### src/rtl/alu_operand_stage.sv
// alu_operand_stage: ID/EX operand stage feeding the 32-bit ALU.
// Captures decoded fields, forwards pending MEM/WB writes (MEM wins, r0 never
// forwarded), selects shamt/immediate sources, and holds the resulting
// operands in a 2-entry circular skid buffer. Held entries keep snooping the
// MEM/WB write ports so their register-sourced operands stay current.
//
// Ports:
//   clk_i, rst_ni            clock (rising edge), async active-low reset
//   in_valid_i/in_ready_o    decoder handshake; in_ready_o depends on count only
//   rs_*, rt_*, imm_i,
//   shamt_i, src_*_sel_i     operand sources and selects
//   alu_op_i, rd_addr_i      passed through with the entry
//   mem_*, wb_*              pending register writes used for forwarding
//   flush_i                  squash held and incoming entries
//   out_valid_o/out_ready_i  ALU handshake
//   a_o, b_o, op_o,
//   rd_addr_o                head entry fields (zero when empty)

package alu_operand_stage_pkg;
    localparam int unsigned DATA_W = 32;
    localparam int unsigned RA_W   = 5;
    localparam int unsigned OP_W   = 4;

    // One buffered operand set; rs/rt and the is_reg flags drive snooping.
    typedef struct packed {
        logic [DATA_W-1:0] a;
        logic [DATA_W-1:0] b;
        logic [OP_W-1:0]   op;
        logic [RA_W-1:0]   rd;
        logic [RA_W-1:0]   rs;
        logic [RA_W-1:0]   rt;
        logic              a_is_reg;
        logic              b_is_reg;
    } entry_t;
endpackage

module alu_operand_stage #(
    parameter int unsigned DATA_W = alu_operand_stage_pkg::DATA_W,
    parameter int unsigned RA_W   = alu_operand_stage_pkg::RA_W,
    parameter int unsigned DEPTH  = 2
) (
    input  logic              clk_i,
    input  logic              rst_ni,
    input  logic              in_valid_i,
    output logic              in_ready_o,
    input  logic [RA_W-1:0]   rs_addr_i,
    input  logic [DATA_W-1:0] rs_data_i,
    input  logic [RA_W-1:0]   rt_addr_i,
    input  logic [DATA_W-1:0] rt_data_i,
    input  logic [DATA_W-1:0] imm_i,
    input  logic [4:0]        shamt_i,
    input  logic              src_a_sel_i,
    input  logic              src_b_sel_i,
    input  logic [3:0]        alu_op_i,
    input  logic [RA_W-1:0]   rd_addr_i,
    input  logic              mem_we_i,
    input  logic [RA_W-1:0]   mem_addr_i,
    input  logic [DATA_W-1:0] mem_data_i,
    input  logic              wb_we_i,
    input  logic [RA_W-1:0]   wb_addr_i,
    input  logic [DATA_W-1:0] wb_data_i,
    input  logic              flush_i,
    output logic              out_valid_o,
    input  logic              out_ready_i,
    output logic [DATA_W-1:0] a_o,
    output logic [DATA_W-1:0] b_o,
    output logic [3:0]        op_o,
    output logic [RA_W-1:0]   rd_addr_o
);
    import alu_operand_stage_pkg::entry_t;

    localparam int unsigned CNT_W = 2;

    entry_t             mem_q   [2];
    entry_t             mem_nxt [2];
    logic [CNT_W-1:0]   count_q, count_nxt;
    logic               wr_ptr_q, wr_ptr_nxt;
    logic               rd_ptr_q, rd_ptr_nxt;
    logic               push, pop;
    entry_t             cap;

    // Forwarding mux: r0 reads as zero, MEM beats WB, else register file value.
    function automatic logic [DATA_W-1:0] fwd(
        input logic [RA_W-1:0]   addr,
        input logic [DATA_W-1:0] regval,
        input logic              m_we,
        input logic [RA_W-1:0]   m_addr,
        input logic [DATA_W-1:0] m_data,
        input logic              w_we,
        input logic [RA_W-1:0]   w_addr,
        input logic [DATA_W-1:0] w_data
    );
        logic [DATA_W-1:0] res;
        if (addr == '0)                      res = '0;
        else if (m_we && (m_addr == addr))   res = m_data;
        else if (w_we && (w_addr == addr))   res = w_data;
        else                                 res = regval;
        return res;
    endfunction

    assign in_ready_o  = (count_q != CNT_W'(DEPTH));
    assign out_valid_o = (count_q != '0);
    assign push        = in_valid_i & in_ready_o;
    assign pop         = out_ready_i & out_valid_o;

    // Head entry presented to the ALU, forced to zero when empty.
    assign a_o       = out_valid_o ? mem_q[rd_ptr_q].a  : '0;
    assign b_o       = out_valid_o ? mem_q[rd_ptr_q].b  : '0;
    assign op_o      = out_valid_o ? mem_q[rd_ptr_q].op : '0;
    assign rd_addr_o = out_valid_o ? mem_q[rd_ptr_q].rd : '0;

    // Build the incoming entry from the decoder fields.
    always_comb begin
        cap          = '0;
        cap.a        = src_a_sel_i ? DATA_W'(shamt_i)
                                   : fwd(rs_addr_i, rs_data_i, mem_we_i, mem_addr_i,
                                         mem_data_i, wb_we_i, wb_addr_i, wb_data_i);
        cap.b        = src_b_sel_i ? imm_i
                                   : fwd(rt_addr_i, rt_data_i, mem_we_i, mem_addr_i,
                                         mem_data_i, wb_we_i, wb_addr_i, wb_data_i);
        cap.op       = alu_op_i;
        cap.rd       = rd_addr_i;
        cap.rs       = rs_addr_i;
        cap.rt       = rt_addr_i;
        cap.a_is_reg = ~src_a_sel_i;
        cap.b_is_reg = ~src_b_sel_i;
    end

    // Next-state: flush wins; otherwise snoop held entries, then push/pop.
    always_comb begin
        mem_nxt    = mem_q;
        count_nxt  = count_q;
        wr_ptr_nxt = wr_ptr_q;
        rd_ptr_nxt = rd_ptr_q;
        if (flush_i) begin
            count_nxt  = '0;
            wr_ptr_nxt = 1'b0;
            rd_ptr_nxt = 1'b0;
        end else begin
            for (int i = 0; i < 2; i++) begin
                // Slot is live when full, or when it is the sole head entry.
                if (((count_q == 2'd2) || ((count_q == 2'd1) && (rd_ptr_q == 1'(i))))
                    && !(pop && (rd_ptr_q == 1'(i)))) begin
                    if (mem_q[i].a_is_reg)
                        mem_nxt[i].a = fwd(mem_q[i].rs, mem_q[i].a, mem_we_i, mem_addr_i,
                                           mem_data_i, wb_we_i, wb_addr_i, wb_data_i);
                    if (mem_q[i].b_is_reg)
                        mem_nxt[i].b = fwd(mem_q[i].rt, mem_q[i].b, mem_we_i, mem_addr_i,
                                           mem_data_i, wb_we_i, wb_addr_i, wb_data_i);
                end
            end
            if (push) begin
                mem_nxt[wr_ptr_q] = cap;
                wr_ptr_nxt        = ~wr_ptr_q;
            end
            if (pop) rd_ptr_nxt = ~rd_ptr_q;
            case ({push, pop})
                2'b10:   count_nxt = count_q + 2'd1;
                2'b01:   count_nxt = count_q - 2'd1;
                default: count_nxt = count_q;
            endcase
        end
    end

    // State registers.
    always_ff @(posedge clk_i or negedge rst_ni) begin
        if (!rst_ni) begin
            count_q  <= '0;
            wr_ptr_q <= 1'b0;
            rd_ptr_q <= 1'b0;
            for (int i = 0; i < 2; i++) mem_q[i] <= '0;
        end else begin
            count_q  <= count_nxt;
            wr_ptr_q <= wr_ptr_nxt;
            rd_ptr_q <= rd_ptr_nxt;
            for (int i = 0; i < 2; i++) mem_q[i] <= mem_nxt[i];
        end
    end

endmodule
### config.mk
export PLATFORM = sky130hd
export DESIGN_NAME = alu_operand_stage
export DESIGN_NICKNAME = d
export VERILOG_FILES = /design/src/rtl/alu_operand_stage.sv
export SDC_FILE = /design/constraint.sdc
export NUM_CORES = 1
export LEC_CHECK = 0
export ABC_AREA = 0
export CORE_UTILIZATION = 33
export DETAILED_ROUTE_END_ITERATION = 8
export DONT_BUFFER_PORTS = 1
export PLACE_DENSITY = 0.45
export SLEW_MARGIN = 25
export SYNTH_ARGS = -nofsm -noshare
export SYNTH_HDL_FRONTEND = slang
export SYNTH_SLANG_ARGS = --single-unit
### constraint.sdc
create_clock -name clk_i -period 2.9 [get_ports clk_i]
set_input_delay 0.58 -clock clk_i [delete_from_list [all_inputs] [get_ports clk_i]]
set_output_delay 0.58 -clock clk_i [all_outputs]
set_load 0.01 [all_outputs]
Word-level counts from Yosys, hierarchy flattened
Cells that the tools add are included.

operators by class
  mux-type cells = 45
  $add $sub $neg = 2
  equality and inequality tests = 17
  bitwise logic cells = 9
  $lt $le $gt $ge = 3
  reductions and logical operators = 34

operators with widths
  operator                                                               count
  32-bit two-way mux                                                     26
  85-bit two-way mux                                                     4
  64-bit two-way mux                                                     4
  170-bit bitwise mux                                                    1
  170-bit two-way mux                                                    1
  85-bit demux with 1-bit select                                         1
  5-bit equality test                                                    12
  5-bit zero test                                                        6
  1-bit logical AND                                                      19
  2-bit nonzero test                                                     3
  5-bit two-way mux                                                      1
  1-bit NOT                                                              5
  2-bit by 1-bit equality test with 1-bit output, second input constant  2
  2-bit equality test, second input constant                             2
  2-bit >= comparator, second input constant                             2
  1-bit two-way mux                                                      4
  4-bit two-way mux                                                      1
  1-bit NOT with 2-bit output                                            2
  2-bit case mux with 2 select lines                                     1
  3-bit nonzero test                                                     1
  2-bit by 1-bit adder with 2-bit output, second input constant          1
  1-bit AND                                                              2
  1-bit zero test                                                        2
  1-bit logical OR                                                       2
  other kinds (5)                                                        5

word-level totals
  output and inout bits = 75
  bits in registers = 174

Depth between registers and ports, before layout
  depth in word-level cells = 10
  mapped depth = 10
  depth with buffers taken out = 8

Worst setup path after synthesis
No wires, ideal clock.

  path type = input port to flip-flop
  from = input wb_addr_i[0]
  to = register mem_q[167] (netlist name)
  data arrival time = 2276 ps
  buffers on the path = 3
  cell stages on the path = 9
  setup slack = 498 ps
  library setup time = 126 ps
  path through = buf_6 xnor2_1 nand3_1 or4_4 buf_6 buf_12 a221oi_2 nor3_1 a221o_1

between the ends
  cells in the longest elaborated chain, start to end = 10

RTL lines
  what                   line  text
  start, declared        60    input logic [RA_W-1:0] wb_addr_i,
  5-bit equality test    96    else if (w_we && (w_addr == addr)) res = w_data;
  1-bit logical AND      96
  32-bit two-way mux     96
  32-bit two-way mux     95    else if (m_we && (m_addr == addr)) res = m_data;
  32-bit two-way mux     94    if (addr == '0) res = '0;
  32-bit two-way mux     144   if (mem_q[i].a_is_reg)
  64-bit two-way mux     142   if (((count_q == 2'd2) || ((count_q == 2'd1) && (rd_ptr_q == 1'(i))))
  64-bit two-way mux     135   if (flush_i) begin
  170-bit bitwise mux    153   mem_nxt[wr_ptr_q] = cap;
  170-bit two-way mux *  152   if (push) begin

Mark *: on every way between the ends. The rest lies on a longest branch, timed or not. The select of a mux whose other input is x is not followed.
A chain may end at the register's enable or synchronous reset.

Worst setup path after layout
  from = register rd_ptr_q
  to = output a_o[27]

between the ends
  cells in the longest elaborated chain, start to end = 5

RTL lines
  what                                               line  text
  start, declared                                    78    logic rd_ptr_q, rd_ptr_nxt;
  start signal, assigned                             175   rd_ptr_q <= rd_ptr_nxt;
  1-bit NOT with 2-bit output (not written as such)  107   assign a_o = out_valid_o ? mem_q[rd_ptr_q].a : '0;
  85-bit two-way mux (3 in a row)                    --
  32-bit two-way mux                                 107
  end, declared                                      65    output logic [DATA_W-1:0] a_o,

Every way passes these cells. The select of a mux whose other input is x is not followed.

==> summary.txt <==
POWER AND IR DROP
------------------------------------------------------------------------------
Worst voltage drop across the vdd grid                                0.549 mV
Pleak                                                                  5.36 nW
Overall power                                                          12.4 mW
Pwr Density                                                         873 nW/um2

PLACE
------------------------------------------------------------------------------
Total placed cells including tap cells                                    1923
Input/output buffers                                                         0
Routability Congestion                                                   0.795
Area after DPL                                                       13600 um2
Place WS                                                              0.337 ns
DP HPWL                                                                38.2 mm

SETUP PATH
------------------------------------------------------------------------------
Worst path arrival time                                                2.23 ns
Startpoint Class                                                      register
Worst setup path startpoint                                       rd_ptr_q$_DFFE_PN0P_
Worst flop-to-flop path startpoint                                count_q[0]$_DFFE_PN0P_
Worst Reg-to-Reg Cells                                                       7
Ordered list of cells on the worst path                           buf_12 -> mux2i_1 -> nor2_1
Type of destination of the critical path                            output pin
Reg2reg setup slack                                                    0.39 ns
Worst Path Class, Setup                                                reg2out
Crit-path max cell delay                                               0.61 ns
Required time of the critical path                                     2.32 ns
Critical path fanouts, max                                                  64
End of the worst register-to-register path                        mem_q[136]$_DFFE_PN0N_
CP max stage cell                                                 sky130_fd_sc_hd__dfrtp_4

TIMING
------------------------------------------------------------------------------
Sum of negative setup slack                                               0 ns
Hold Vio Cnt, Final                                                        174
Slack of the critical path                                           0.0873 ns
Time the worst path needs with I/O delays and setup                    2.81 ns
Actual transition at the worst max-transition pin                      1.03 ns
Worst slew margin relative to its limit                                  0.311
Highest Clock Rate                                                   0.356 GHz
Hold_ws                                                              -0.197 ns
Share of the clock period used by the worst path after layout            0.970
Clk_skew                                                             0.0156 ns
Max-slew violation total from the final report                               0
Unrepaired setup endpoints after global routing                          false
Setup violations, final                                                      0

DETAILED ROUTING
------------------------------------------------------------------------------
Via-to-Cell Ratio                                                         6.62
Via total after detailed routing                                         12900
Final Routed Wirelength                                                60.5 mm
Initial DRC count                                                         1266
Drt first pass iters                                                         5
Drc violations                                                               0
Post-route antenna net violation count                                       0
Average wire per standard cell                                         30.9 um

JOB
------------------------------------------------------------------------------
Max-capacitance violation count                                              0

CLOCKING
------------------------------------------------------------------------------
CTS H-tree lvls                                                              4
Skew-Pair Late Insertion Delay                                         0.48 ns
Maximum number of buffers from clock root to sink                            2
Clock root buffer                                                 sky130_fd_sc_hd__clkbuf_16
TritonCTS clock tree                                                      done
Number of sinks handled by clock tree synthesis                            174
Clock transition at path regs                                          0.07 ns
Number of buffers created by CTS                                            17
Setup Fix Bufs, Post-CTS                                                     0

LAYOUT
------------------------------------------------------------------------------
Fill cell total of the finished layout                                    3974
Area of the multi-input gates                                         8070 um2
Nets                                                                      1630
Area growth from synthesis to final layout                               8.59%
Final cell count without fillers                                          1956
Area of all placed cells without fillers                             14200 um2
Share of post-route cells with drive strength above 1                    0.114
Sequential cell area                                                  4360 um2

FLOORPLANNING
------------------------------------------------------------------------------
Floorplan core area                                                  38900 um2
Full die area                                                        40500 um2
Die X                                                                   201 um
Effective utilization at floorplan                                       0.336
Number of cell rows                                                         72
Boundary Pins                                                              278
Height of the chip                                                      201 um

SYNTHESIS
------------------------------------------------------------------------------
Post-synthesis register bit count                                          174
Post-Synthesis Net Count                                                  1740
Synthesized netlist cell count                                            1534
Number of enable-type register cells in the synthesized netlist              0
Yosys Warn Count                                                             0
Library cells used by synthesis                                             45
Share of synthesized area occupied by flip-flops and latches             0.333
Most frequently used flop master after synthesis                  sky130_fd_sc_hd__dfrtp_1
Post-synth ARST share                                                     1.00
Post-synthesis instance area                                         13100 um2
Synthesized area per cell                                             8.54 um2

RUN STATUS
------------------------------------------------------------------------------
Result of the run                                                 finished, violations left
Violated checks                                                    hold timing

GLOBAL ROUTING
------------------------------------------------------------------------------
GRT Total Usage                                                          0.294
Global-route wire length before repair                                 88.7 mm
GR Overflow Total                                                            0
Antenna violations before repair                                             3
Pin count of the biggest net entering global routing                       175
Number of global-route vias before repair                                13000

MIN PATH
------------------------------------------------------------------------------
Path type of the worst min-delay path                                 in2async

[routing by layer]
layer,GRT usage,part of all wire,up-vias
li1,-,-,5601
met1,0.386,0.43,6486
met2,0.453,0.45,721
met3,0.0907,0.095,130
met4,0.104,0.028,2
met5,0,0.00021,-
[timing repair]
| item | CTS | global route |
|---|---|---|
| hold endpoints to repair | 174 | 174 |
| endpoints found under the setup margin | 0 | 1 |
| resized for setup | 0 | 1 |
[layout by cell type, fill, tap and decap left out, types with 8 or more instances in the layout]
master / synthesis / layout
sky130_fd_sc_hd__a211o_1: 10 / 10
sky130_fd_sc_hd__a211oi_1: 32 / 32
sky130_fd_sc_hd__a21oi_1: 33 / 32
sky130_fd_sc_hd__a221o_1: 125 / 125
sky130_fd_sc_hd__a221oi_1: 94 / 94
sky130_fd_sc_hd__a221oi_2: 26 / 26
sky130_fd_sc_hd__a22oi_1: 32 / 32
sky130_fd_sc_hd__a32oi_1: 13 / 13
sky130_fd_sc_hd__and2_1: 35 / 35
sky130_fd_sc_hd__buf_12: 1 / 8
sky130_fd_sc_hd__buf_4: 1 / 48
sky130_fd_sc_hd__clkbuf_16: 0 / 17
sky130_fd_sc_hd__dfrtp_1: 174 / 173
sky130_fd_sc_hd__mux2_2: 22 / 22
sky130_fd_sc_hd__mux2i_1: 87 / 87
sky130_fd_sc_hd__nand2_1: 124 / 124
sky130_fd_sc_hd__nand3_1: 22 / 18
sky130_fd_sc_hd__nor2_1: 226 / 217
sky130_fd_sc_hd__nor3_1: 54 / 53
sky130_fd_sc_hd__o211ai_1: 16 / 16
sky130_fd_sc_hd__o21ai_0: 79 / 79
sky130_fd_sc_hd__o21ai_1: 32 / 32
sky130_fd_sc_hd__xnor2_1: 35 / 35
sky130_fd_sc_hd__xor2_1: 27 / 27
[area by class of cell]
class                      instances  area share
timing repair buffer              56      0.0366
clock inverter                    13      0.0117
tap                              518      0.0456
inverter                           5     0.00132
sequential                       174       0.306
clock buffer                      18      0.0302
antenna                            2    0.000352
multi-input combinational       1170       0.568
[critical path, delay by kind of cell (launching register included)]
kind	cells	cell delay (ns)
multiplexers	1	0.46
AND/OR/NAND/NOR	1	0.14
flip-flops	1	0.61
buffers and inverters	1	0.48
[metrics by stage]
stage | hold slack (ns) | utilization
floorplan | 0.284 | -
global placement | 0.293 | 0.350
detailed placement | 0.294 | 0.350
CTS | -0.212 | 0.365
global route | -0.210 | 0.365
finish | -0.197 | 0.365
[worst max-delay path by stage]
| stage | slack, ns | cells after the start | to |
|---|---|---|---|
| 2_1_floorplan | 0.50 | 9 | mem_q[167]$_DFFE_PN0N_ |
| 3_3_place_gp | 0.35 | 7 | mem_q[37]$_DFFE_PN0N_ |
| 3_5_place_dp | 0.34 | 6 | mem_q[168]$_DFFE_PN0N_ |
| 4_1_cts | 0.1 | 3 | a_o[27] |
| 5_1_grt | 0.02 | 3 | a_o[27] |
| 6_report | 0.09 | 3 | a_o[27] |
[synthesized netlist by cell type (19+ instances only)]
library cell | n | area, um2
sky130_fd_sc_hd__o21ai_1 | 32 | 160
sky130_fd_sc_hd__a211oi_1 | 32 | 240
sky130_fd_sc_hd__and2_1 | 35 | 219
sky130_fd_sc_hd__a21oi_1 | 33 | 165
sky130_fd_sc_hd__mux2i_1 | 87 | 871
sky130_fd_sc_hd__a221o_1 | 125 | 1250
sky130_fd_sc_hd__a221oi_2 | 26 | 390
sky130_fd_sc_hd__dfrtp_1 | 174 | 4350
sky130_fd_sc_hd__a22oi_1 | 32 | 240
sky130_fd_sc_hd__nand3_1 | 22 | 110
sky130_fd_sc_hd__buf_2 | 19 | 95.1
sky130_fd_sc_hd__mux2_2 | 22 | 248
sky130_fd_sc_hd__nor2_1 | 226 | 848
sky130_fd_sc_hd__a221oi_1 | 94 | 823
sky130_fd_sc_hd__nor3_1 | 54 | 270
sky130_fd_sc_hd__clkbuf_1 | 142 | 533
sky130_fd_sc_hd__nand2_1 | 124 | 465
sky130_fd_sc_hd__xor2_1 | 27 | 236
sky130_fd_sc_hd__xnor2_1 | 35 | 307
sky130_fd_sc_hd__o21ai_0 | 79 | 395
[cell families (layout without fill, tap and decap cells)]
group                    after synthesis  in the layout  share of synthesized area
AO/OA/AOI/OAI                        503            503                      0.312
XOR/XNOR                              62             62                     0.0415
adder cells (fa/ha/maj)                3              3                    0.00287
buffers and inverters                190             92                     0.0630
flip-flops                           174            174                      0.333
multiplexers                         109            109                     0.0854
other                                  0              2                          0
AND/OR/NAND/NOR                      493            493                      0.163
[report_power, final]
group          switching (mW)  internal (mW)  total, mW
Clock                    1.14           1.36       2.49
Sequential              0.992           3.46       4.45
Combinational            3.09           2.39       5.48
Total                    5.22           7.20       12.4
No activity file was read; power rests on OpenSTA's default activity.
